File: config.mk
export PLATFORM = sky130hd
export DESIGN_NAME = sub_64_bit_seq
export DESIGN_NICKNAME = d
export VERILOG_FILES = /design/src/rtl/sub_64_bit_seq.sv
export SDC_FILE = /design/constraint.sdc
export NUM_CORES = 1
export LEC_CHECK = 0
export BUFFER_PORTS_ARGS = -buffer_cell sky130_fd_sc_hd__clkbuf_2
export CORE_MARGIN = 3
export CORE_UTILIZATION = 35
export CTS_BUF_LIST = sky130_fd_sc_hd__clkbuf_4
export CTS_CLUSTER_DIAMETER = 100
export DETAILED_ROUTE_END_ITERATION = 6
export GPL_TIMING_DRIVEN = 0
export PLACE_DENSITY = 0.53
export SETUP_SLACK_MARGIN = 0.3
export SLEW_MARGIN = 40
export SYNTH_ARGS = -nofsm -noshare
export SYNTH_HDL_FRONTEND = slang
export SYNTH_SLANG_ARGS = --single-unit
File: constraint.sdc
create_clock -name clk -period 9.35 [get_ports clk]
set_input_delay 1.87 -clock clk [delete_from_list [all_inputs] [get_ports clk]]
set_output_delay 1.87 -clock clk [all_outputs]
set_load 0.01 [all_outputs]
File: src/rtl/sub_64_bit_seq.sv
// Multi-cycle two's-complement subtractor for the Y86 ALU.
// diff = a + ~b + 1, evaluated CHUNK bits per clock with a rippled carry.
// The start/done handshake captures the operands when an operation is
// accepted. diff and the ZF/SF/OF flags change only when an operation
// completes or on reset.
module sub_64_bit_seq #(
    parameter int WIDTH = 64,
    parameter int CHUNK = 8     // must divide WIDTH
) (
    input  logic             clk,
    input  logic             rst_n,
    input  logic             start,
    input  logic [WIDTH-1:0] a,
    input  logic [WIDTH-1:0] b,
    output logic             busy,
    output logic             done,
    output logic [WIDTH-1:0] diff,
    output logic             overflow,
    output logic             zf,
    output logic             sf
);

    localparam int N    = WIDTH / CHUNK;
    localparam int IDXW = (N > 1) ? $clog2(N) : 1;
    localparam logic [IDXW-1:0] LAST_IDX = IDXW'(N - 1);

    localparam logic [1:0] S_IDLE = 2'd0;
    localparam logic [1:0] S_RUN  = 2'd1;
    localparam logic [1:0] S_DONE = 2'd2;

    logic [1:0]       state_q, state_d;
    logic [WIDTH-1:0] a_q, a_d;
    logic [WIDTH-1:0] nb_q, nb_d;      // already-inverted subtrahend
    logic             carry_q, carry_d;
    logic [IDXW-1:0]  idx_q, idx_d;
    logic [WIDTH-1:0] acc_q, acc_d;    // partial result, filled from the top
    logic [WIDTH-1:0] diff_q, diff_d;
    logic             of_q, of_d;
    logic             zf_q, zf_d;
    logic             sf_q, sf_d;
    logic             busy_q, busy_d;
    logic             done_q, done_d;

    logic [CHUNK-1:0] a_chunk;
    logic [CHUNK-1:0] nb_chunk;
    logic [CHUNK:0]   sum;
    logic [WIDTH-1:0] acc_next;

    // One chunk of a + ~b + carry, and the accumulator with that chunk shifted in.
    // The accumulator shifts right every RUN cycle and the new chunk enters at
    // the top. After N cycles chunk 0 has reached bit 0.
    always_comb begin
        a_chunk  = a_q[idx_q*CHUNK +: CHUNK];
        nb_chunk = nb_q[idx_q*CHUNK +: CHUNK];
        sum      = {1'b0, a_chunk} + {1'b0, nb_chunk} + (CHUNK+1)'(carry_q);
        acc_next = acc_q >> CHUNK;
        acc_next[WIDTH-1 -: CHUNK] = sum[CHUNK-1:0];
    end

    // Control FSM, operand capture and result/flag update.
    always_comb begin
        state_d = state_q;
        a_d     = a_q;
        nb_d    = nb_q;
        carry_d = carry_q;
        idx_d   = idx_q;
        acc_d   = acc_q;
        diff_d  = diff_q;
        of_d    = of_q;
        zf_d    = zf_q;
        sf_d    = sf_q;
        busy_d  = busy_q;
        done_d  = 1'b0;

        case (state_q)
            S_IDLE: begin
                if (start) begin
                    state_d = S_RUN;
                    a_d     = a;
                    nb_d    = ~b;
                    carry_d = 1'b1;
                    idx_d   = '0;
                    acc_d   = '0;
                    busy_d  = 1'b1;
                end
            end

            S_RUN: begin
                acc_d   = acc_next;
                carry_d = sum[CHUNK];
                idx_d   = idx_q + 1'b1;
                if (idx_q == LAST_IDX) begin
                    // The last chunk completes the result. Publish it together with the flags.
                    state_d = S_DONE;
                    idx_d   = '0;
                    busy_d  = 1'b0;
                    done_d  = 1'b1;
                    diff_d  = acc_next;
                    zf_d    = (acc_next == '0);
                    sf_d    = acc_next[WIDTH-1];
                    // The sign of b is the inverse of the stored ~b top bit.
                    of_d    = (a_q[WIDTH-1] == nb_q[WIDTH-1]) &&
                              (acc_next[WIDTH-1] != a_q[WIDTH-1]);
                end
            end

            S_DONE: begin
                // busy is low in this cycle, so a new start may be accepted
                // here (back-to-back operation).
                if (start) begin
                    state_d = S_RUN;
                    a_d     = a;
                    nb_d    = ~b;
                    carry_d = 1'b1;
                    idx_d   = '0;
                    acc_d   = '0;
                    busy_d  = 1'b1;
                end else begin
                    state_d = S_IDLE;
                end
            end

            default: begin
                state_d = S_IDLE;
                busy_d  = 1'b0;
            end
        endcase
    end

    // State and datapath registers. Reset aborts any operation without a done pulse.
    always_ff @(posedge clk or negedge rst_n) begin
        if (!rst_n) begin
            state_q <= S_IDLE;
            a_q     <= '0;
            nb_q    <= '0;
            carry_q <= 1'b0;
            idx_q   <= '0;
            acc_q   <= '0;
            diff_q  <= '0;
            of_q    <= 1'b0;
            zf_q    <= 1'b0;
            sf_q    <= 1'b0;
            busy_q  <= 1'b0;
            done_q  <= 1'b0;
        end else begin
            state_q <= state_d;
            a_q     <= a_d;
            nb_q    <= nb_d;
            carry_q <= carry_d;
            idx_q   <= idx_d;
            acc_q   <= acc_d;
            diff_q  <= diff_d;
            of_q    <= of_d;
            zf_q    <= zf_d;
            sf_q    <= sf_d;
            busy_q  <= busy_d;
            done_q  <= done_d;
        end
    end

    assign busy     = busy_q;
    assign done     = done_q;
    assign diff     = diff_q;
    assign overflow = of_q;
    assign zf       = zf_q;
    assign sf       = sf_q;

endmodule

==> results of run 1 <==
## logic make-up (layout without fill, tap and decap cells)
| logic type | Yosys count | after routing | share of synthesized area [%] |
|---|---|---|---|
| DFF | 258 | 258 | 60.0 |
| and+or+nand+nor | 488 | 488 | 17.7 |
| other | 0 | 2 | 0 |
| AOI/OAI and AO/OA | 144 | 144 | 9.07 |
| adders and majority gates | 11 | 11 | 1.42 |
| buffers and inverters | 68 | 401 | 2.65 |
| xor gates and xnor gates | 7 | 7 | 0.570 |
| muxes | 50 | 50 | 8.58 |
## cells in the mapped netlist, drive strengths merged, types with 5 or more instances
| cell type | number |
|---|---|
| mux2 | 18 |
| o21ai | 76 |
| nand2 | 444 |
| a22o | 55 |
| nor2 | 10 |
| mux4 | 32 |
| buf | 22 |
| ha | 9 |
| clkbuf | 42 |
| dfrtp | 258 |
| nand3 | 5 |
| nor4 | 15 |
## routing by layer
layer | routed length (um) | GRT usage, %
met2 | 14900 | 31.5
met3 | 1570 | 3.83
met5 | 0 | 0
met4 | 710 | 6.34
met1 | 14000 | 25.5
## cell usage in the layout, fill, tap and decap left out, drive strengths merged, types with 9 or more instances in the layout
master	netlist	routed
a22o	55	55
buf	22	26
clkbuf	42	356
clkinv	0	9
dfrtp	258	258
ha	9	9
mux2	18	18
mux4	32	32
nand2	444	444
nor2	10	10
nor4	15	15
o21ai	76	76
## area by class of cell
type | count | share of cell area [%]
timing repair buffer | 203 | 8.31
clock inverter | 15 | 1.28
antenna | 2 | 0.0373
tap | 390 | 3.64
buffer | 64 | 2.02
clock buffer | 115 | 6.44
multi-input combinational | 700 | 30.0
sequential | 258 | 48.2
inverter | 4 | 0.112
## worst max-delay path: stages (launching register included)
cell and delay [ns]:
dfrtp_1 0.36, clkbuf_1 0.32, buf_2 0.41, mux4_2 0.37
mux2_2 0.31, fa_1 0.44, fa_1 0.59, nor4_1 0.35
nand4_1 0.14, nor4_1 0.37, nand4_1 0.15, o41ai_2 0.22
## per-stage QoR
step           util [%]  power [W]  instance area (um2)
2_1_floorplan         -    0.00346                10800
6_report           44.8    0.00539                13400
4_1_cts            44.7    0.00547                13400
3_3_place_gp       40.9    0.00423                12200
5_1_grt            44.8    0.00582                13400
3_5_place_dp       41.3    0.00429                12400
## power groups by stage
stage / sequential, W / combinational [W] / clock [W]
after detailed placement: 0.00202 / 0.00227 / 0
final: 0.00200 / 0.00224 / 0.00115
after global placement: 0.00201 / 0.00223 / 0
after CTS: 0.00200 / 0.00228 / 0.00119
after global routing: 0.00207 / 0.00250 / 0.00125
after floorplan: 0.00195 / 0.00152 / 0
## state kept, by name, summed over array words and instances (netlist names)
| name | count |
|---|---|
| a_q | 64 |
| diff | 64 |
| nb_q | 64 |
| acc_q | 56 |
| idx_q | 3 |
| state_q | 2 |
| busy | 1 |
| carry_q | 1 |
| done | 1 |
| overflow | 1 |
| zf | 1 |
## worst paths after layout
check | endpoint | slack [ns] | depth (start not counted)
worst min register to register | a_q[54]$_DFFE_PN0P_ | 0.47 | 2
worst min-delay path | a_q[54]$_DFFE_PN0P_ | 0.47 | 2
max in group asynchronous | a_q[38]$_DFFE_PN0P_ | 7.04 | 4
min in group asynchronous | diff[27]$_DFFE_PN0P_ | 1.07 | 1
worst max register to register | zf$_DFFE_PN0P_ | 5.25 | 11
worst max-delay path | zf$_DFFE_PN0P_ | 5.25 | 11
==> out/qor.txt, run 1 <==
status: finished, final reports clean
layout cell share with drive strength beyond 1: 29.1%
Max Fclk: 244 MHz
ys flop type: dfrtp_1
Leak: 6.90 nW
ANT nets after route: 0
via count: 8,472
DR DRC count: 0
post-layout minimum cycle time: 4.10 ns
drt first pass iters: 4
crit path max fanout: 10
relative slew slack: 43.4%
DR iter-0 viols: 419
Net Sw Frac: 39.1%
core area: 30,000 um2
P per Cell Area: 402 nW/um2
skew final: 0.0380 ns
area leader, netlist: dfrtp_1
Cell variety after synth: 37
Cells after Synth: 1,026
Port Buffer Count: 199
Worst EP required: 9.91 ns
vias in the first global route: 9,103
quantity of gates resized following cts: 0
Nets: 1,447
Sw Pwr: 0.00211 W
Max-Cap Viols: 0
worst setup path startpoint: idx_q[1]$_DFFE_PN0P_
HP Start: a_q[54]$_DFFE_PN0P_
part of the power in registers: 37.1%
DP Worst Slack: 5.20 ns
first-pass GRT wire length: 49.7 mm
vias per cell: 4.84
Longest Clk Path Bufs: 3
Synth-to-Final Area Change: 24.5%
Finished Layout Cells: 1,751
Overflow after GRT: 0
Final Wtd Congestion: 0.809
Starting Density: 35.9%
syn nets: 1,168
fillers: 3,019
Clk pwr share: 21.3%
setup TNS: 0 ns
Int Power: 0.00329 W
initial antenna violation count: 2
CP startpoint kind: register
per-cell routed wire length: 17.8 um
Detailed Place HPWL: 22.7 mm
Worst-Margin Slew: 0.849 ns
largest net degree at the start of global routing: 67
endpoints failing setup: 0
Boundary Pins: 200
Warnings, synthesis: 0
Post-Syn Area: 10,800 um2
H-Tree Depth: 3
slack of the critical path: 5.25 ns
buffer type at the clock tree root: clkbuf_4
Critical Path End Type: register
RSZ-0062 raised after global routing: false
count of pins over their slew limit: 0
VDD IR max: 181 uV
Post-synth EDFFs: 0
number of synthesized register bits: 258
Horiz. Die Dim: 181 um
Tcrit/Tclk final: 43.9%
final hold vios: 0
reg2reg start: idx_q[1]$_DFFE_PN0P_
Core Rows: 63
logic gate share of total power: 41.6%
worst skew pair latency: 0.68 ns
syn_area_per_cell: 10.5 um2
clk slew on worst S/H paths: 0.06 ns
Total Routing Usage GR: 19.1%
WS Path Type: register to register
area of the multi-input gates: 4020 um2
total wire length: 31.2 mm
worst min path class: register to register
clock tree from TritonCTS: yes
synth top area cells: dfrtp_1 60%, nand2_1 15%, mux4_2 6.7%
arrival time worst endpoint: 4.66 ns
clock sink count: 258
Reg area: 6460 um2
hold slack: 0.469 ns
die area: 32,900 um2
setup repair bufs after CTS: 0
post-synthesis sequential area ratio: 60.0%
Cells after DPL: 1,619
Num CTS Buffers: 74
Synth async-reset ratio: 100%
top cell type's share of synthesized area: 60.0%
hold buffer count at cts: 0
overall die height: 181 um
(Power assumes the default switching activity.)
==> run 2: changes to the inputs <==
--- a/config.mk
+++ b/config.mk
@@ -12,7 +12,7 @@
 export CTS_CLUSTER_DIAMETER = 100
 export DETAILED_ROUTE_END_ITERATION = 6
 export GPL_TIMING_DRIVEN = 0
-export PLACE_DENSITY = 0.53
+export PLACE_DENSITY = 0.55
 export SETUP_SLACK_MARGIN = 0.3
 export SLEW_MARGIN = 40
 export SYNTH_ARGS = -nofsm -noshare
==> constraint.sdc (replaced) <==
create_clock -name clk -period 3.7 [get_ports clk]
set_input_delay 0.74 -clock clk [delete_from_list [all_inputs] [get_ports clk]]
set_output_delay 0.74 -clock clk [all_outputs]
set_load 0.01 [all_outputs]
==> run 2 against run 1 <==
Compared with the run above:
- via count up 0.22%
- maximum frequency increased by 23%
- largest cell class unchanged
- utilization up 0.14 points
- non-clock buffer count is 9 higher
- combinational power grew to 2.7 times the previous value
- wire length is 0.41% lower
==> out/qor.txt, run 2 (synthesis results as in run 1) <==
status: finished, final reports clean (unchanged)
via count: 8,491 (was 8,472)
Num CTS Buffers: 71 (was 74)
arrival time worst endpoint: 3.89 ns (was 4.66 ns)
DR DRC count: 0 (unchanged)
vias per cell: 4.86 (was 4.84)
ANT nets after route: 0 (unchanged)
P per Cell Area: 1030 nW/um2 (was 402 nW/um2)
VDD IR max: 468 uV (was 181 uV)
Worst path top cell family by delay: compound AO/OA/AOI/OAI gates (was adder cells)
logic gate share of total power: 44.1% (was 41.6%)
Max-Cap Viols: 0 (unchanged)
Reg2Reg Capture Point: zf$_DFFE_PN0P_ (unchanged)
vias in the first global route: 8,910 (was 9,103)
RSZ-0062 raised after global routing: true (was false)
WS Path Type: register to register (unchanged)
overall die height: 181 um (unchanged)
most frequent CP cell: fa_2
Tcrit/Tclk final: 90.5% (was 43.9%)
H-Tree Depth: 3 (unchanged)
die area: 32,900 um2 (unchanged)
DR iter-0 viols: 447 (was 419)
Overflow after GRT: 0 (unchanged)
Port Buffer Count: 199 (unchanged)
most common cell after layout, fill and taps aside: nand2_1 (unchanged)
FF-to-FF setup slack: 0.35 ns (was 5.25 ns)
Setup crit end: zf$_DFFE_PN0P_ (unchanged)
final hold vios: 0 (unchanged)
worst setup path startpoint: idx_q[0]$_DFFE_PN0P_ (was idx_q[1]$_DFFE_PN0P_)
DP Worst Slack: -0.377 ns (was 5.20 ns)
worst min path class: input port to register (was register to register)
Sw Pwr: 0.00544 W (was 0.00211 W)
Longest Clk Path Bufs: 3 (unchanged)
drt first pass iters: 6 (was 4)
clock sink count: 258 (unchanged)
buffer type at the clock tree root: clkbuf_4 (unchanged)
Total Routing Usage GR: 18.9% (was 19.1%)
total wire length: 31.1 mm (was 31.2 mm)
largest net degree at the start of global routing: 65 (was 67)
Worst-Margin Slew: 0.684 ns (was 0.849 ns)
Max Fclk: 299 MHz (was 244 MHz)
final core area utilization: 44.9% (was 44.8%)
commonest cells after routing, fill and taps aside: 444 x nand2_1, 258 x dfrtp_1, 202 x clkbuf_2 (was 444 x nand2_1, 258 x dfrtp_1, 198 x clkbuf_2)
per-cell routed wire length: 17.8 um (about the same)
Clk pwr share: 19.3% (was 21.3%)
Nets: 1,453 (was 1,447)
Boundary Pins: 200 (unchanged)
Final Wtd Congestion: 0.803 (was 0.809)
Detailed Place HPWL: 22.5 mm (was 22.7 mm)
clock tree from TritonCTS: yes (unchanged)
CP startpoint kind: register (unchanged)
count of pins over their slew limit: 0 (unchanged)
slack of the critical path: 0.353 ns (was 5.25 ns)
Reg2Reg Depth: 11 (unchanged)
Final Instance Area: 13,500 um2 (was 13,400 um2)
relative slew slack: 54.4% (was 43.4%)
Power, Total: 0.0138 W (was 0.00539 W)
initial antenna violation count: 1 (was 2)
Synth-to-Final Area Change: 24.9% (was 24.5%)
met1 Use GR: 26.0% (was 25.5%)
Core Rows: 63 (unchanged)
placed cell area: 12,400 um2 (about the same)
Worst EP required: 4.24 ns (was 9.91 ns)
clk slew on worst S/H paths: 0.06 ns (about the same)
GRT met2 Usage: 30.3% (was 31.5%)
Starting Density: 35.9% (unchanged)
global routing's busiest layer: met2 (unchanged)
first-pass GRT wire length: 49.1 mm (was 49.7 mm)
layout cell share with drive strength beyond 1: 29.9% (was 29.1%)
part of the power in registers: 36.6% (was 37.1%)
worst skew pair latency: 0.68 ns (about the same)
crit path max fanout: 5 (was 10)
Net Sw Frac: 39.3% (was 39.1%)
slowest cell delay on critical path: 0.53 ns (was 0.59 ns)
Leak: 6.92 nW (was 6.90 nW)
worst hold stages: 2 (unchanged)
Slowest-stage cell, CP: mux4_2 (was fa_1)
Worst path depth: 11 (unchanged)
endpoints failing setup: 0 (unchanged)
Int Power: 0.00838 W (was 0.00329 W)
core area: 30,000 um2 (unchanged)
post-layout minimum cycle time: 3.35 ns (was 4.10 ns)
critical-path cell list: buf_6 -> buf_12 -> mux4_2 -> mux2_2 -> fa_2 -> fa_2 -> a211oi_4 -> o21ai_1 -> a21oi_2 -> xnor2_1 -> o41ai_2 (was clkbuf_1 -> buf_2 -> mux4_2 -> mux2_2 -> fa_1 -> fa_1 -> nor4_1 -> nand4_1 -> nor4_1 -> nand4_1 -> o41ai_2)
grt met3 use: 4.15% (was 3.83%)
skew final: 0.0336 ns (was 0.0380 ns)
Critical Path End Type: register (unchanged)
reg2reg start: idx_q[0]$_DFFE_PN0P_ (was idx_q[1]$_DFFE_PN0P_)
Horiz. Die Dim: 181 um (unchanged)
Buf/Inv on CP: 2 (unchanged)
-- run 2: repair_timing --
item                                   4_1_cts  5_1_grt
pin swaps                                    3        0
gates resized for setup                     11        8
hold buffers                                 1        0
setup endpoints to repair                   11        5
endpoints found under the hold margin       17        0
setup buffers                                8        0
-- run 2: power groups by stage --
stage | Clock [W] | Combinational (W) | Sequential, W
final | 0.00267 | 0.00610 | 0.00506
after global routing | 0.00291 | 0.00676 | 0.00523
after CTS | 0.00276 | 0.00596 | 0.00505
after detailed placement | 0 | 0.00577 | 0.00509
after global placement | 0 | 0.00565 | 0.00506
after floorplan | 0 | 0.00385 | 0.00492
-- run 2: worst min-delay path by stage --
| stage | startpoint | endpoint | slack, ns |
|---|---|---|---|
| 5_1_grt | b[59] | nb_q[59]$_DFFE_PN0P_ | 0.20 |
| 6_report | b[50] | nb_q[50]$_DFFE_PN0P_ | 0.25 |
| 3_3_place_gp | a_q[25]$_DFFE_PN0P_ | a_q[25]$_DFFE_PN0P_ | 0.45 |
| 2_1_floorplan | rst_n | a_q[0]$_DFFE_PN0P_ | 0.44 |
| 4_1_cts | b[20] | nb_q[20]$_DFFE_PN0P_ | 0.18 |
| 3_5_place_dp | a_q[23]$_DFFE_PN0P_ | a_q[23]$_DFFE_PN0P_ | 0.46 |
-- run 2: per-stage QoR --
step	hold slack, ns	setup TNS (ns)	instances
global placement	0.453	-928.55	1615
detailed placement	0.461	-0.377	1619
floorplan	0.440	0	1026
global route	0.203	0	1746
CTS	0.183	0	1745
finish	0.249	0	1746
-- run 2: metal layers --
metal	up-vias	share of wire (%)	wire length, um
met5	-	0	0
met4	0	1.8	560
met3	41	5.9	1830
met2	262	47	14600
met1	4106	45	14100
li1	4082	-	-
-- run 2: area by class of cell --
cell class	count	area (um2)
well taps	390	488
multi-input cells	700	4080
inverters	4	15.0
clock inverters	11	125
plain buffers	64	304
diodes	1	2.50
flip-flops and latches	258	6460
repair buffers	212	1180
fillers	3021	16500
clock buffers	106	796
==> run 3: changes to the inputs <==
--- a/config.mk
+++ b/config.mk
@@ -12,7 +12,8 @@
 export CTS_CLUSTER_DIAMETER = 100
 export DETAILED_ROUTE_END_ITERATION = 6
 export GPL_TIMING_DRIVEN = 0
-export PLACE_DENSITY = 0.55
+export HOLD_SLACK_MARGIN = 0.15
+export PLACE_DENSITY = 0.67
 export SETUP_SLACK_MARGIN = 0.3
 export SLEW_MARGIN = 40
 export SYNTH_ARGS = -nofsm -noshare
==> run 3 against run 2 <==
Compared with the run above:
- utilization is 0.14 points lower
- first-iteration DRC count rose by 17%
- worst hold slack worse by 0.017 ns
- clock skew rose by 0.017 ns
- via count rose by 1.6%
- register-to-register slack got worse by 0.04 ns
- clock power decreased by 6%
- maximum frequency decreased by 1.1%
- critical path depth unchanged
- cell count is 0.52% higher
- sequential share of layout area up 0.15 points
- global-route usage fell by 0.25 points
- critical path type unchanged
==> out/qor.txt, run 3 (synthesis results as in run 1) <==
DR DRC count: 0 (unchanged)
most frequent CP cell: fa_2 (unchanged)
per-cell routed wire length: 17.5 um (was 17.8 um)
Num CTS Buffers: 73 (was 71)
status: finished, final reports clean (unchanged)
largest net degree at the start of global routing: 65 (unchanged)
total wire length: 30.7 mm (was 31.1 mm)
post-layout minimum cycle time: 3.39 ns (was 3.35 ns)
Power, Total: 0.0136 W (was 0.0138 W)
Core Rows: 63 (unchanged)
vias per cell: 4.91 (was 4.86)
Final Instance Area: 13,400 um2 (was 13,500 um2)
initial antenna violation count: 1 (unchanged)
DR iter-0 viols: 523 (was 447)
VDD IR max: 579 uV (was 468 uV)
Worst-Margin Slew: 0.692 ns (was 0.684 ns)
slowest cell delay on critical path: 0.51 ns (was 0.53 ns)
core area: 30,000 um2 (unchanged)
clock tree from TritonCTS: yes (unchanged)
Slowest-stage cell, CP: mux4_2 (unchanged)
Tcrit/Tclk final: 91.5% (was 90.5%)
H-Tree Depth: 3 (unchanged)
placed cell area: 12,400 um2 (unchanged)
die area: 32,900 um2 (unchanged)
Horiz. Die Dim: 181 um (unchanged)
drt first pass iters: 5 (was 6)
via count: 8,624 (was 8,491)
Reg2Reg Depth: 11 (unchanged)
Longest Clk Path Bufs: 3 (unchanged)
Detailed Place HPWL: 22.3 mm (was 22.5 mm)
Synth-to-Final Area Change: 24.6% (was 24.9%)
final hold vios: 0 (unchanged)
RSZ-0062 raised after global routing: true (unchanged)
FF-to-FF setup slack: 0.31 ns (was 0.35 ns)
layout cell share with drive strength beyond 1: 29.6% (was 29.9%)
arrival time worst endpoint: 3.96 ns (was 3.89 ns)
Critical Path End Type: register (unchanged)
vias in the first global route: 8,996 (was 8,910)
most common cell after layout, fill and taps aside: nand2_1 (unchanged)
ANT nets after route: 0 (unchanged)
Starting Density: 35.9% (unchanged)
Max Fclk: 295 MHz (was 299 MHz)
endpoints failing setup: 0 (unchanged)
slack of the critical path: 0.315 ns (was 0.353 ns)
Worst EP required: 4.27 ns (was 4.24 ns)
skew final: 0.0505 ns (was 0.0336 ns)
relative slew slack: 53.9% (was 54.4%)
Overflow after GRT: 0 (unchanged)
overall die height: 181 um (unchanged)
commonest cells after routing, fill and taps aside: 444 x nand2_1, 258 x dfrtp_1, 201 x clkbuf_2 (was 444 x nand2_1, 258 x dfrtp_1, 202 x clkbuf_2)
Nets: 1,455 (was 1,453)
clock sink count: 258 (unchanged)
Port Buffer Count: 199 (unchanged)
critical-path cell list: buf_6 -> buf_12 -> mux4_2 -> mux2_4 -> fa_2 -> fa_2 -> a211oi_4 -> o21ai_1 -> a21oi_2 -> xnor2_1 -> o41ai_2 (was buf_6 -> buf_12 -> mux4_2 -> mux2_2 -> fa_2 -> fa_2 -> a211oi_4 -> o21ai_1 -> a21oi_2 -> xnor2_1 -> o41ai_2)
Final Wtd Congestion: 0.831 (was 0.803)
worst min path class: input port to register (unchanged)
WS Path Type: register to register (unchanged)
P per Cell Area: 1020 nW/um2 (was 1030 nW/um2)
worst hold stages: 2 (unchanged)
crit path max fanout: 6 (was 5)
Boundary Pins: 200 (unchanged)
Leak: 6.90 nW (was 6.92 nW)
Total Routing Usage GR: 18.7% (was 18.9%)
DP Worst Slack: -0.416 ns (was -0.377 ns)
buffer type at the clock tree root: clkbuf_4 (unchanged)
Max-Cap Viols: 0 (unchanged)
CP startpoint kind: register (unchanged)
hold slack: 0.232 ns (was 0.249 ns)
worst skew pair latency: 0.70 ns (was 0.68 ns)
first-pass GRT wire length: 48.7 mm (was 49.1 mm)
count of pins over their slew limit: 0 (unchanged)
clk slew on worst S/H paths: 0.07 ns (was 0.06 ns)
[run 3: changes by cell type in the layout (fill, tap and decap cells not counted), moves of 2 or more]
| cell | change |
|---|---|
| clkbuf_4 | -6 |
| clkinv_1 | +9 |
| clkinv_2 | +4 |
| clkinv_4 | +3 |
| bufinv_16 | -3 |
| buf_4 | +2 |
[run 3: final timing paths]
path / start / to
worst max register to register: idx_q[0]$_DFFE_PN0P_ / zf$_DFFE_PN0P_
worst min register to register: a_q[20]$_DFFE_PN0P_ / a_q[20]$_DFFE_PN0P_
worst max-delay path: idx_q[0]$_DFFE_PN0P_ / zf$_DFFE_PN0P_
min in group asynchronous: rst_n / diff[20]$_DFFE_PN0P_
max in group asynchronous: rst_n / a_q[62]$_DFFE_PN0P_
worst min-delay path: b[15] / nb_q[15]$_DFFE_PN0P_
[run 3: what timing repair did]
item                                    in CTS  in global routing
endpoints found under the setup margin      11                  6
resized for setup                           12                  7
setup buffers                                2                  6
pin swaps                                    5                  4
hold buffers                                 1                  0
endpoints found under the hold margin       31                  0
[run 3: per-layer routing]
metal | part of all wire, % | vias up | GRT usage (%)
met3 | 6.0 | 41 | 3.79
met2 | 48 | 317 | 30.4
met4 | 1.5 | 0 | 5.33
met5 | 0 | - | 0
met1 | 44 | 4191 | 25.6
li1 | - | 4075 | -
[run 3: where the power goes]
part	leakage, nW	switching [W]	internal, W	total, W
sequential	3.24	0.000928	0.00413	0.00505
combinational	3.13	0.00335	0.00271	0.00606
clock	0.526	0.00124	0.00128	0.00252
total	6.90	0.00552	0.00811	0.0136
[run 3: cell type report]
cell class,count,area [um2]
tap,390,488
multi-input combinational,700,4080
antenna,1,2.50
buffer,64,300
inverter,4,15.0
sequential,258,6460
timing repair buffer,212,1180
clock buffer,101,758
fill,2942,16500
clock inverter,25,128
[run 3: metrics by stage]
| stage | cells | utilization (%) | TNS, ns |
|---|---|---|---|
| floorplan | 1026 | - | 0 |
| global placement | 1615 | 40.9 | -874.29 |
| detailed placement | 1619 | 41.3 | -0.422 |
| CTS | 1748 | 44.5 | 0 |
| global route | 1755 | 44.8 | 0 |
| finish | 1755 | 44.8 | 0 |
[run 3: critical path, delay by kind of cell (launching register included)]
kind	cells	cell delay [ns]
fa+ha+maj	2	0.76
mux	2	0.80
buf+inv	2	0.27
flops	1	0.37
xor+xnor	1	0.13
compound gates	4	0.95
